--- src/rtl/multi_clock_divider.sv ---
// multi_clock_divider: NUM_CH independently programmable clock dividers.
// Each channel has an active and a shadow divisor/high-time pair. A config
// write lands in the shadow and is applied at the next period wrap or park.
// Optional feature macro: MULTI_CLOCK_DIVIDER_SYNC_EN adds a sync_restart
// input that phase-aligns every enabled channel.
module multi_clock_divider #(
  parameter int unsigned NUM_CH      = 4,
  parameter int unsigned WIDTH       = 32,
  parameter int unsigned DEFAULT_DIV = 50_000_000,
  parameter int unsigned CH_W        = (NUM_CH > 1) ? $clog2(NUM_CH) : 1
) (
  input  logic              clock_50MHz,
  input  logic              reset,
  input  logic              cfg_we,
  input  logic [CH_W-1:0]   cfg_ch,
  input  logic [WIDTH-1:0]  cfg_div,
  input  logic [WIDTH-1:0]  cfg_high,
  output logic              cfg_ack,
  output logic [NUM_CH-1:0] cfg_pending,
  input  logic [NUM_CH-1:0] ch_enable,
`ifdef MULTI_CLOCK_DIVIDER_SYNC_EN
  input  logic              sync_restart,
`endif
  output logic [NUM_CH-1:0] clock_out,
  output logic [NUM_CH-1:0] tick
);

  localparam logic [WIDTH-1:0] RST_DIV  = WIDTH'(DEFAULT_DIV);
  localparam logic [WIDTH-1:0] RST_HIGH = WIDTH'(DEFAULT_DIV / 2);
  localparam logic [WIDTH-1:0] ONE      = WIDTH'(1);
  localparam logic [WIDTH-1:0] MIN_DIV  = WIDTH'(2);

  logic [WIDTH-1:0] act_div  [NUM_CH];
  logic [WIDTH-1:0] act_high [NUM_CH];
  logic [WIDTH-1:0] sh_div   [NUM_CH];
  logic [WIDTH-1:0] sh_high  [NUM_CH];
  logic [WIDTH-1:0] cnt      [NUM_CH];
  logic [NUM_CH-1:0] pending;

  logic [WIDTH-1:0] nxt_act_div  [NUM_CH];
  logic [WIDTH-1:0] nxt_act_high [NUM_CH];
  logic [WIDTH-1:0] nxt_sh_div   [NUM_CH];
  logic [WIDTH-1:0] nxt_sh_high  [NUM_CH];
  logic [WIDTH-1:0] nxt_cnt      [NUM_CH];
  logic [WIDTH-1:0] ap_div       [NUM_CH];
  logic [WIDTH-1:0] ap_high      [NUM_CH];
  logic [NUM_CH-1:0] nxt_pending;
  logic [NUM_CH-1:0] nxt_clock;
  logic [NUM_CH-1:0] nxt_tick;
  logic [NUM_CH-1:0] wr_hit;

  logic             ch_ok;
  logic [WIDTH-1:0] w_div;

  assign ch_ok       = (cfg_ch <= CH_W'(NUM_CH - 1));
  assign w_div       = (cfg_div < MIN_DIV) ? MIN_DIV : cfg_div;
  assign cfg_pending = pending;

  // Per-channel next state: count/wrap, park when disabled, apply shadow at wrap/park.
  always_comb begin
    for (int unsigned i = 0; i < NUM_CH; i++) begin
      wr_hit[i] = cfg_we && (cfg_ch == CH_W'(i));

      // Values that take effect at an apply point: a same-edge write bypasses
      // the shadow, otherwise a pending shadow wins over the active pair.
      if (wr_hit[i]) begin
        ap_div[i]  = w_div;
        ap_high[i] = cfg_high;
      end else if (pending[i]) begin
        ap_div[i]  = sh_div[i];
        ap_high[i] = sh_high[i];
      end else begin
        ap_div[i]  = act_div[i];
        ap_high[i] = act_high[i];
      end

      nxt_act_div[i]  = act_div[i];
      nxt_act_high[i] = act_high[i];
      nxt_sh_div[i]   = wr_hit[i] ? w_div    : sh_div[i];
      nxt_sh_high[i]  = wr_hit[i] ? cfg_high : sh_high[i];
      nxt_pending[i]  = pending[i] | wr_hit[i];
      nxt_cnt[i]      = cnt[i];
      nxt_clock[i]    = clock_out[i];
      nxt_tick[i]     = tick[i];

`ifdef MULTI_CLOCK_DIVIDER_SYNC_EN
      if (sync_restart && ch_enable[i]) begin
        nxt_act_div[i]  = ap_div[i];
        nxt_act_high[i] = ap_high[i];
        nxt_pending[i]  = 1'b0;
        nxt_cnt[i]      = '0;
        nxt_tick[i]     = 1'b1;
        nxt_clock[i]    = (ap_high[i] != '0);
      end else
`endif
      if (!ch_enable[i]) begin
        nxt_act_div[i]  = ap_div[i];
        nxt_act_high[i] = ap_high[i];
        nxt_pending[i]  = 1'b0;
        nxt_cnt[i]      = ap_div[i] - ONE;
        nxt_clock[i]    = 1'b0;
        nxt_tick[i]     = 1'b0;
      end else if (cnt[i] >= act_div[i] - ONE) begin
        // Wrap is detected with the old divisor; the new period starts with
        // the applied values, so cnt=0 gives clock_out = (new high > 0).
        nxt_act_div[i]  = ap_div[i];
        nxt_act_high[i] = ap_high[i];
        nxt_pending[i]  = 1'b0;
        nxt_cnt[i]      = '0;
        nxt_tick[i]     = 1'b1;
        nxt_clock[i]    = (ap_high[i] != '0);
      end else begin
        nxt_cnt[i]      = cnt[i] + ONE;
        nxt_tick[i]     = 1'b0;
        nxt_clock[i]    = ((cnt[i] + ONE) < act_high[i]);
      end
    end
  end

  // State and registered outputs; reset overrides any simultaneous write.
  always_ff @(posedge clock_50MHz) begin
    if (reset) begin
      for (int unsigned i = 0; i < NUM_CH; i++) begin
        act_div[i]  <= RST_DIV;
        act_high[i] <= RST_HIGH;
        sh_div[i]   <= RST_DIV;
        sh_high[i]  <= RST_HIGH;
        cnt[i]      <= RST_DIV - ONE;
      end
      pending   <= '0;
      clock_out <= '0;
      tick      <= '0;
      cfg_ack   <= 1'b0;
    end else begin
      for (int unsigned i = 0; i < NUM_CH; i++) begin
        act_div[i]  <= nxt_act_div[i];
        act_high[i] <= nxt_act_high[i];
        sh_div[i]   <= nxt_sh_div[i];
        sh_high[i]  <= nxt_sh_high[i];
        cnt[i]      <= nxt_cnt[i];
      end
      pending   <= nxt_pending;
      clock_out <= nxt_clock;
      tick      <= nxt_tick;
      cfg_ack   <= cfg_we && ch_ok;
    end
  end

endmodule

--- config.mk ---
export PLATFORM = sky130hd
export DESIGN_NAME = multi_clock_divider
export DESIGN_NICKNAME = d
export VERILOG_FILES = /design/src/rtl/multi_clock_divider.sv
export SDC_FILE = /design/constraint.sdc
export NUM_CORES = 2
export LEC_CHECK = 0
export BUFFER_PORTS_ARGS = -buffer_cell sky130_fd_sc_hd__buf_4
export CORE_ASPECT_RATIO = 0.75
export CORE_UTILIZATION = 60
export DETAILED_ROUTE_END_ITERATION = 10
export PLACE_DENSITY = 0.77
export RECOVER_POWER = 25
export SLEW_MARGIN = 20
export SYNTH_ARGS = -nofsm -noshare
export SYNTH_HDL_FRONTEND = slang
export SYNTH_SLANG_ARGS = --single-unit
--- constraint.sdc ---
create_clock -name clock_50MHz -period 6.1 [get_ports clock_50MHz]
set_clock_uncertainty 0.1 [all_clocks]
set_input_delay 1.22 -clock clock_50MHz [delete_from_list [all_inputs] [get_ports clock_50MHz]]
set_output_delay 1.22 -clock clock_50MHz [all_outputs]
set_load 0.1 [all_outputs]
* Yosys cells after proc, flatten, opt, wreduce, memory -nomap -nowiden *
Memories as Yosys holds them, arrays and structs flattened.
Index checks and enable logic that the tools add are counted.

cells by class
  add/sub/neg operators = 12
  divide/modulo/power cells = 0
  reductions and logical operators = 18
  equal/unequal tests = 3
  multiplexer cells = 80
  bitwise operators = 28
  $lt $le $gt $ge = 10
  shift-type cells = 0
  $mul = 0

operator list
  operator                 number
  $mux W32                 69
  $sub A32 B1 Y32 const B  8
  $add A32 B1 Y32 const B  4
  $ge A32 B32 Y1           4
  $lt A32 B32 Y1           4
  $reduce_bool A32 Y1      4
  $lt A32 B2 Y1 const B    1
  $or A1 B1 Y1             24
  $reduce_or A3 Y1         4
  $mux W1                  11
  $reduce_or A2 Y1         4
  $logic_and A1 B1 Y1      5
  $eq A2 B2 Y1 const B     2
  $not A1 Y1               4
  $eq A2 B1 Y1 const B     1
  $le A2 B2 Y1 const B     1
  $logic_not A2 Y1         1

word-level totals
  bits in read-only memories = 0
  output and inout bits = 13
  logic and storage cells = 169
  bits in registers = 13
  latch bits = 0
  memories = 5
  input bits = 73
  memory bits (writable) = 640

memories
  name      words  bits a word  read ports  clocked after memory_dff  wr ports  line  source
  act_div   4      32           4           0                         4         33    logic [WIDTH-1:0] act_div [NUM_CH];
  act_high  4      32           4           0                         4         34    logic [WIDTH-1:0] act_high [NUM_CH];
  cnt       4      32           4           0                         4         37    logic [WIDTH-1:0] cnt [NUM_CH];
  sh_div    4      32           4           0                         4         35    logic [WIDTH-1:0] sh_div [NUM_CH];
  sh_high   4      32           4           0                         4         36    logic [WIDTH-1:0] sh_high [NUM_CH];

* Logic depth before layout (Yosys ltp) *
  depth after elaboration = 6
  gate-level depth with buffers = 19

* Worst setup path after synthesis *
OpenSTA, ideal clock, no wires.

  path kind = register to register
  start = mem act_div[1][10]
  end = mem act_div[1][31]
  cell stages (with the launch flop) = 18
  slack = 1.165 ns
  setup time = 0.128 ns
  buffers on the path = 3
  arrival time = 4.708 ns
  path through = dfxtp_1 -> clkbuf_1 -> or4_1 -> or3_1 -> nor2_1 -> nand2_1 -> nand2b_1 -> or4_1 -> xor2_1 -> ha_1 -> and4_1 -> a221oi_1 -> o2111ai_1 -> nand2_1 -> clkbuf_1 -> buf_1 -> mux2i_1 -> nor2_1

RTL lines
  item         line
  from (decl)  33

==> results.md <==
- Status: finished, violations left
- Failing checks: max-capacitance violations, max-slew violations
- Final Wtd Congestion: 0.9849
- Utilization after layout: 0.6597
- Final setup margin: 0.3798 ns
- Mapped Avg Cell Area: 8.043 um^2
- TritonRoute pass-1 iters: 6
- Post-Synthesis Cells: 5079
- Root Driver: clkbuf_16
- Hold path startpoint: sh_div[2][26]
- CP Cell Sequence: clkbuf_1, inv_6, nand2_1, o21ai_0
- Worst-Margin Slew: 3.623 ns
- CP top delay family: buffers and inverters
- Die Wd: roughly 300 um
- Row cnt: 82
- Peak Freq: 174.8 MHz
- Leakage power: 16.93 nW
- Clock transition at path regs: 0.07 ns
- Synth Warn #: 0
- Maximum clock insertion buffer count: 3
- Synth Flop Type: dfxtp_1
- Port buffer count: 85
- Total grt overflow: 0
- Max VDD drop: 0.0003236 V
- Synthesized area: 40850 um^2
- Routed length per instance: 22.83 um
- Comb power frac: 0.470
- Post-Synth Adder-Cell Area: 0.08087
- Min cycle time layout: 5.720 ns
- Post-synthesis sequential area ratio: 0.3200
- PD cells: 436.9 nW/um^2
- Resize count post-CTS: 0
- Num CTS Buffers: 70
- Vias/cell: about 6.5
- Filler instances: 5733
- Final setup fails: 0
- All-layer global routing usage: 0.3800
- Largest net degree at the start of global routing: 189
- DRC violations left: 0
- Commonest cells post-synth: nand2_1, dfxtp_1, nor2_1
- Post-synth top area share: 0.3200
- Fraction of the mapped netlist area in simple logic gates: 0.2105
- Max incr delay on CP: 2.49 ns
- Design Area, Final: about 44000 um^2
- Area delta synth->final: 8.368%
- Final-report hold violation count: 0
- Clock Sink Count: 653
- Max Slew Vio Count: around 110
- Fin crit share: 0.9377
- Final Power: 0.01934 W
- Share of layout cells above drive strength 1: 0.06961
- Post-Syn Nets: 5416
- DR iter-0 viols: 4710
- Die ar.: 69140 um^2
- FF-to-FF Start: act_div[1][10]
- Slew margin rel.: -1.415
- Placed cell areas: 42060 um^2
- Die H: 228.0 um
- Synth top area cells: dfxtp_1, mux2i_1, ha_1, nand2_1, xnor2_1
- Distinct cells, synth: 81
- Clock Latency Late Sink: 0.63 ns
- WP data required: 6.48 ns
- Hold Path Class: reg -> reg
- Post-Synth XOR/XNOR Area: 0.07526
- Max capacitance violation total: 2
- Setup Fix Bufs, Post-CTS: 0
- Largest family of logic cells by synthesized area: simple AND/OR/NAND/NOR gates
- Slowest stage cell, crit path: clkbuf_1
- Worst Path Arrival: 6.10 ns
- Crit. Startpoint: reset
- Critical Path End Type: register
- Mux cell area share after synthesis: 0.09376
- Compound-Gate Fraction of Synth Area: 0.1724
- Crit path kind: in -> reg
- DP HPWL: ~95 mm
- Vias post-DR: 38457
- Drt total wl: 135.1 mm
- Final Net Count: 5318
- Worst-path fanout max: 98
- CTS tree: yes
- DP Worst Slack: 0.6838 ns
- Routed Antenna Nets: 0
- Clock power frac: 0.224
- Initial core utilization: 0.6088
- Sequential share of power: 0.306
- Vias in the first global route: 34263
- Post-route setup TNS: 0 ns
- Asr flop ratio synth: 0
- Most frequent cell after synthesis: nand2_1
- First-pass GRT wire length: 204.7 mm
- Number of synthesized flops with an enable pin: 0
- CORE AREA: around 67000 um^2
- H-tree level count: 3
- Crit start category: input pin
- Internal power: 0.01109 W
- Initial antenna violation count: 8
- Synthesized flop and latch total: between 600 and 700
- Net Sw Frac: 0.4269
- Sw power: 0.008256 W
- Hold buffers post-CTS: 0
- Leading area contributor after synthesis: dfxtp_1
- RSZ-0062 raised after global routing: no
- CP Buf/Inv Count: 2
- I/O pin count: 86
==> power by group through the flow <==
stage | Sequential (W) | Clock, W | Combinational, W
global placement | 0.00593 | 0 | 0.00858
global route | 0.00601 | 0.00451 | 0.00994
floorplan | 0.00577 | 0 | 0.00655
CTS | 0.00587 | 0.00435 | 0.00889
detailed placement | 0.00596 | 0 | 0.00883
finish | 0.00592 | 0.00434 | 0.00908
==> worst min-delay path, cell delays in order, from the launching register on <==
cell     delay, ns
dfxtp_1       0.30
nand2_1       0.05
a21oi_1       0.05
==> through the flow <==
step	hold slack (ns)	cells
after floorplan	0.3329	5079
after global placement	0.3398	5791
after detailed placement	0.3451	5791
after CTS	0.3550	5910
after global routing	0.3695	5910
final	0.3510	5917
==> logic make-up after synthesis <==
logic type | count (synthesis)
buffers and inverters | 494
DFF | 653
and+or+nand+nor | 1835
AOI/OAI and AO/OA | 1105
muxes | 377
adders and majority gates | 264
xor gates and xnor gates | 351
==> final cells by class <==
type | instances | area (um^2) | area share
Antenna cell | 7 | 17.52 | 0.0003957
Clock buffer | 101 | 2042 | 0.04613
Clock inverter | 18 | 202.7 | 0.004579
Inverter | 162 | 613.1 | 0.01385
Multi-Input combinational cell | 3932 | 25930 | 0.5858
Sequential cell | 653 | 13090 | 0.2957
Tap cell | 882 | 1104 | 0.02493
Timing Repair Buffer | 162 | 1270 | 0.02869
==> final timing paths <==
kind	to	slack, ns	cells after the start
hold / removal	sh_div[2][26]	0.35	2
setup reg to reg	act_div[1][11]	0.74	15
hold reg to reg	sh_div[2][26]	0.35	2
setup / recovery	cnt[1][7]	0.38	4
==> registers in the layout, summed over array words and instances (netlist names) <==
name	count
act_div	128
act_high	128
cfg_ack	1
cnt	128
clock_out	4
cfg_pending	4
sh_div	128
tick	4
sh_high	128
==> layout by cell type (no fill, tap or decap), types with 28 or more instances in the layout <==
cell type	instances
nand2_1	737
dfxtp_1	649
nor2_1	342
mux2i_1	332
a21oi_1	320
o21ai_0	266
ha_1	264
xnor2_1	241
nand3_1	207
inv_1	160
buf_4	141
o211ai_1	129
nor3_1	116
xor2_1	110
nand4_1	105
o21a_1	94
nor4_1	74
clkbuf_16	73
mux2_2	45
o31ai_1	44
and2_1	43
a211oi_1	35
a211o_1	33
and3_1	31
a21o_1	31
clkbuf_1	28
==> metal layers <==
metal  track usage  part of all wire  vias up
met5             0           0.00025        -
met4        0.1643             0.044        4
met3       0.09943              0.14      290
met2        0.5033              0.39     2031
met1        0.5675              0.43    18156
li1              -                 -    17976
No activity file was read; power rests on OpenSTA's default activity.
